==> config.mk <==
export PLATFORM = sky130hd
export DESIGN_NAME = ex_divider
export DESIGN_NICKNAME = d
export VERILOG_FILES = /design/src/rtl/ex_divider_pkg.sv /design/src/rtl/ex_divider_div_step.sv /design/src/rtl/ex_divider.sv
export SDC_FILE = /design/constraint.sdc
export NUM_CORES = 1
export LEC_CHECK = 0
export CAP_MARGIN = 10
export CORE_UTILIZATION = 30
export DETAILED_ROUTE_END_ITERATION = 12
export HOLD_SLACK_MARGIN = 0.06
export SETUP_SLACK_MARGIN = 0.2
export SLEW_MARGIN = 40
export SYNTH_ARGS = -nofsm -noshare
export SYNTH_HDL_FRONTEND = slang
export SYNTH_SLANG_ARGS = --single-unit
==> constraint.sdc <==
create_clock -name clk -period 4.9 [get_ports clk]
set_input_delay 0.49 -clock clk [delete_from_list [all_inputs] [get_ports clk]]
set_output_delay 0.49 -clock clk [all_outputs]
set_load 0.01 [all_outputs]
==> src/rtl/ex_divider_pkg.sv <==
// Shared types for the EX-stage integer divider.
//   DType    : 32-bit operand/result word
//   DivOp    : divide/remainder operation code
//   DivState : divider FSM state
//   DIV_ITER : restoring iterations per divide
package ex_divider_pkg;

  typedef logic [31:0] DType;

  typedef enum logic [1:0] {
    DIV_W  = 2'd0,
    DIV_WU = 2'd1,
    MOD_W  = 2'd2,
    MOD_WU = 2'd3
  } DivOp;

  typedef enum logic [1:0] {
    IDLE = 2'd0,
    CALC = 2'd1,
    DONE = 2'd2
  } DivState;

  localparam int unsigned DIV_ITER = 32;

  function automatic logic is_signed_op(DivOp op);
    return (op == DIV_W) || (op == MOD_W);
  endfunction

  // MOD_W and MOD_WU both have bit 1 set.
  function automatic logic is_mod_op(DivOp op);
    return op[1];
  endfunction

endpackage

==> src/rtl/ex_divider_div_step.sv <==
// One restoring-division step, purely combinational.
//   rem, quo        : current partial remainder and quotient/dividend shift register
//   dvs             : divisor magnitude
//   rem_next/quo_next : values after shifting left one bit and trial-subtracting
module ex_divider_div_step
  import ex_divider_pkg::*;
(
  input  DType rem,
  input  DType quo,
  input  DType dvs,
  output DType rem_next,
  output DType quo_next
);

  logic [32:0] rem_sh;
  logic [32:0] diff;

  // rem < dvs always holds, so rem_sh < 2*dvs and a 33-bit difference is enough:
  // bit 32 set means the trial subtraction went negative.
  assign rem_sh = {rem, quo[31]};
  assign diff   = rem_sh - {1'b0, dvs};

  always_comb begin
    rem_next = rem_sh[31:0];
    quo_next = {quo[30:0], 1'b0};
    if (!diff[32]) begin
      rem_next = diff[31:0];
      quo_next = {quo[30:0], 1'b1};
    end
  end

endmodule

==> src/rtl/ex_divider.sv <==
// Iterative 32-bit integer divider for the EX stage (DIV.W, DIV.WU, MOD.W, MOD.WU).
//   clk, rst             : core clock, synchronous active-high reset
//   div_valid, div_op    : divide request and operation, held while div_stall=1
//   rj_ex_true/rk_ex_true: forwarded dividend / divisor, sampled only when accepted
//   flush                : kill the instruction in EX
//   div_stall            : freeze IF/ID/EX while the divide is in progress
//   div_done, div_result : one-cycle completion pulse and registered, held result
module ex_divider
  import ex_divider_pkg::*;
#(
  parameter int unsigned DATA_W = 32
) (
  input  logic              clk,
  input  logic              rst,
  input  logic              div_valid,
  input  logic [1:0]        div_op,
  input  logic [DATA_W-1:0] rj_ex_true,
  input  logic [DATA_W-1:0] rk_ex_true,
  input  logic              flush,
  output logic              div_stall,
  output logic              div_done,
  output logic [DATA_W-1:0] div_result
);

  localparam logic [4:0] LastCnt = 5'(DIV_ITER - 1);

  DivState    state_q;
  logic [4:0] cnt_q;
  DivOp       op_q;
  DType       rem_q, quo_q, dvs_q;
  logic       q_neg_q, r_neg_q;

  DivOp op_in;
  logic a_neg, b_neg;
  DType abs_a, abs_b;
  DType step_rem, step_quo;
  DType fin_q, fin_r, fin;

  assign op_in = DivOp'(div_op);
  assign a_neg = is_signed_op(op_in) & rj_ex_true[31];
  assign b_neg = is_signed_op(op_in) & rk_ex_true[31];
  assign abs_a = a_neg ? -rj_ex_true : rj_ex_true;
  assign abs_b = b_neg ? -rk_ex_true : rk_ex_true;

  ex_divider_div_step u_step (
    .rem      (rem_q),
    .quo      (quo_q),
    .dvs      (dvs_q),
    .rem_next (step_rem),
    .quo_next (step_quo)
  );

  // Taken from the final step's outputs so the result registers on the edge into DONE.
  // 0x8000_0000 / -1 needs no special case: the magnitude quotient 0x8000_0000
  // negates to itself.
  assign fin_q = q_neg_q ? -step_quo : step_quo;
  assign fin_r = r_neg_q ? -step_rem : step_rem;
  assign fin   = is_mod_op(op_q) ? fin_r : fin_q;

  assign div_stall = !flush && (((state_q == IDLE) && div_valid) || (state_q == CALC));

  always_ff @(posedge clk) begin
    if (rst) begin
      state_q    <= IDLE;
      cnt_q      <= '0;
      op_q       <= DIV_W;
      rem_q      <= '0;
      quo_q      <= '0;
      dvs_q      <= '0;
      q_neg_q    <= 1'b0;
      r_neg_q    <= 1'b0;
      div_done   <= 1'b0;
      div_result <= '0;
    end else begin
      div_done <= 1'b0;
      if (flush) begin
        state_q <= IDLE;
        cnt_q   <= '0;
      end else begin
        unique case (state_q)
          IDLE: begin
            if (div_valid) begin
              op_q    <= op_in;
              rem_q   <= '0;
              quo_q   <= abs_a;
              dvs_q   <= abs_b;
              q_neg_q <= a_neg ^ b_neg;
              r_neg_q <= a_neg;
              cnt_q   <= '0;
              if (rk_ex_true == '0) begin
                // Divide by zero: all-ones quotient, raw dividend as remainder.
                state_q    <= DONE;
                div_done   <= 1'b1;
                div_result <= is_mod_op(op_in) ? rj_ex_true : '1;
              end else begin
                state_q <= CALC;
              end
            end
          end
          CALC: begin
            rem_q <= step_rem;
            quo_q <= step_quo;
            cnt_q <= cnt_q + 5'd1;
            if (cnt_q == LastCnt) begin
              state_q    <= DONE;
              cnt_q      <= '0;
              div_done   <= 1'b1;
              div_result <= fin;
            end
          end
          DONE: state_q <= IDLE;
          default: state_q <= IDLE;
        endcase
      end
    end
  end

endmodule

==> metrics.txt <==
Pwr per Cell Area 253 nW/um^2; Longest Clk Path Bufs 2; Die H 194 um; Clock Skew 12.1 ps; CTS hold repair buffers 0; commonest non-fill, non-tap cell in the layout nor2_1; die area 37800 sq um; Max-Cap Viols 0; Post-synth EDFFs 0; Post-Syn Nets 1647; Critical Path Slowest Stage Cell fa_1; ys async rst share 0%; initial DRC count 1117; share of cells above drive strength 1 7.76%; Yosys reg bits 139; IO Pins 104; delay-heaviest family, CP compound AO/OA/AOI/OAI gates; Post-Syn Instances 1538; Worst-Skew Late Latency 450 ps; Power Total 3.35 mW; most used cell, CP o21a_1; largest net degree at the start of global routing 91; Die Wd 194 um; Post-Syn Area 11100 sq um; Yosys cell types 76; global-route wire length before repair 61500 um; Diodes inserted 0; post-DP HPWL 28800 um; peak supply drop 0.238 mV; HP Class reg -> reg; First-pass DRT Iterations 5; # H-tree levels 4; total wire length 38400 um; most common flop cell mapped by yosys dfxtp_1; Slew Viols, Final 0; DR vias 11700; vias in the first global route 11100; total congestion overflow 0; Placed Area 12600 sq um; WS Path Type reg -> reg; initial antenna violation count 0; drt wl/cell 18.5 um; Setup-failing EPs final 0; hold_ws 450 ps; Starting Density 30.4%; CTS tree done; unrepaired setup endpoints after global routing true; Tmin final 4400 ps; relative slew slack 44.1%; design area 13200 sq um; clock root buffer clkbuf_16; GP Congestion 0.920; Arr. time, crit path 4760 ps; num rows 70; outcome complete, no violations; leakage 4.86 nW; final worst-path cycle share 89.9%; Core ar. 36500 sq um; GRT Util Overall 20.3%; Mean Syn Cell Area 7.21 sq um; Hold Violations, Final 0; measured slew at the worst slew-check pin 836 ps; crit-path cells inv_1 > ha_1 > fa_1 > nand2b_1 > a211o_1 > and3_1 > nor4b_4 > o21a_1 > o21a_1 > nor2_2 > inv_2 > ha_2 > nand3_2 > or2_4 > o31ai_2 > xnor2_1 > nor2_1 > a211oi_2 > a21oi_1 > a311oi_1; CP Capture Type flip-flop; worst hold path stage count 2; DRC errors left 0; cell taking the most area after synthesis dfxtp_1; Seq/Total Area, Yosys 25.1%; Area Growth Syn to Fin 19.4%; Data required, critical path 5250 ps; most frequent cells in the layout 226 x nor2_1, 154 x a21oi_1, 138 x dfxtp_1; Fin Setup TNS 0 ps; critical path depth in cells 20; slowest stage delay, CP 400 ps; Yosys Warn Count 0; maximum fanout along the worst path 7; # fillers 3795; ranking of synthesized cells by area dfxtp_1 25%, nor2_1 7.7%, a21oi_1 6.9%; clk slew on worst S/H paths 70 ps; fmax 227 MHz; Buffers & Inverters on Critical Path 2; post-layout util 36.3%; mean number of vias per cell 5.65; post-synth top area share 25.1%; R2R cell count 20; clock tree sinks 139; Startpoint Class flip-flop; Post-layout nets 1707; post-route antenna net violation count 0; IO buf count 103; clock buffer count from CTS 17
-- synthesized netlist by cell type (7+ instances only) --
| cell type | n |
|---|---|
| nor2_1 | 228 |
| a21oi_1 | 154 |
| dfxtp_1 | 139 |
| nand2_1 | 121 |
| clkbuf_1 | 90 |
| o21ai_0 | 83 |
| xor2_1 | 66 |
| xnor2_1 | 58 |
| a211oi_1 | 57 |
| nor3_1 | 56 |
| inv_1 | 52 |
| ha_1 | 38 |
| or3_1 | 29 |
| a22oi_1 | 26 |
| o31ai_1 | 26 |
| nor4_1 | 20 |
| mux2i_1 | 19 |
| nand3_1 | 19 |
| a311oi_1 | 18 |
| mux2_2 | 15 |
| a31oi_1 | 13 |
| o41ai_1 | 13 |
| or4_1 | 13 |
| nand2b_1 | 12 |
| nor2b_1 | 12 |
| a21o_1 | 11 |
| o211ai_1 | 10 |
| or2_2 | 10 |
| nand4_1 | 9 |
| o21ai_1 | 9 |
| buf_2 | 8 |
| o21a_1 | 8 |
| o221ai_1 | 7 |
-- report_power, final --
part           total [mW]  switching (mW)  internal, mW  leakage, nW
Combinational       0.853           0.519         0.334         3.46
Sequential           1.22          0.0488          1.18         1.13
Clock                1.27           0.570         0.705        0.263
-- registers in the layout, summed over array words and instances (netlist names) --
name        cells
quo_q          32
dvs_q          32
div_done        1
rem_q          32
cnt_q           5
r_neg_q         1
div_result     32
q_neg_q         1
state_q         2
op_q            1
-- worst paths after layout --
kind	from	endpoint	slack, ps
setup / recovery	quo_q[31]	div_result[30]	500
hold / removal	div_result[26]	div_result[26]	450
setup reg to reg	quo_q[31]	div_result[30]	500
hold reg to reg	div_result[26]	div_result[26]	450
-- area by class of cell --
class / count / area, sq um / area share (%)
Clock buffer: 17 / 425 / 3.21
Clock inverter: 15 / 143 / 1.08
Inverter: 53 / 199 / 1.50
Multi-Input combinational cell: 1242 / 7760 / 58.6
Sequential cell: 139 / 2780 / 21.0
Tap cell: 468 / 586 / 4.42
Timing Repair Buffer: 145 / 1350 / 10.2
-- metal layers --
| metal | wire length, um | GRT usage [%] | vias to the layer above |
|---|---|---|---|
| li1 | - | - | 5725 |
| met1 | 17800 | 27.8 | 5586 |
| met2 | 17800 | 33.3 | 384 |
| met3 | 1890 | 2.27 | 48 |
| met4 | 799 | 6.20 | 0 |
| met5 | 0 | 0 | - |
-- cells by family after synthesis --
| family | synth area share [%] |
|---|---|
| multiplexers | 3.24 |
| AND/OR/NAND/NOR | 23.8 |
| buffers and inverters | 5.54 |
| flip-flops | 25.1 |
| adder cells (fa/ha/maj) | 4.47 |
| AO/OA/AOI/OAI | 28.1 |
| XOR/XNOR | 9.79 |
-- through the flow --
step | setup WS (ps) | std cells
after floorplan | 210 | 1538
final | 496 | 2079
after global placement | 217 | 2043
after detailed placement | 174 | 2043
after CTS | 282 | 2075
after global routing | 152 | 2079
-- worst min-delay path, cell delays in order (launching register included) --
cell and delay (ps):
dfxtp_1 320, nand2_1 50, nand2_1 40
-- what timing repair did --
action | in CTS | in global routing
resized for setup | 1 | 6
pin swaps | 0 | 0
endpoints found under the setup margin | 1 | 10
buffers inserted | 0 | 4
Power figures use the tool's default switching activity.
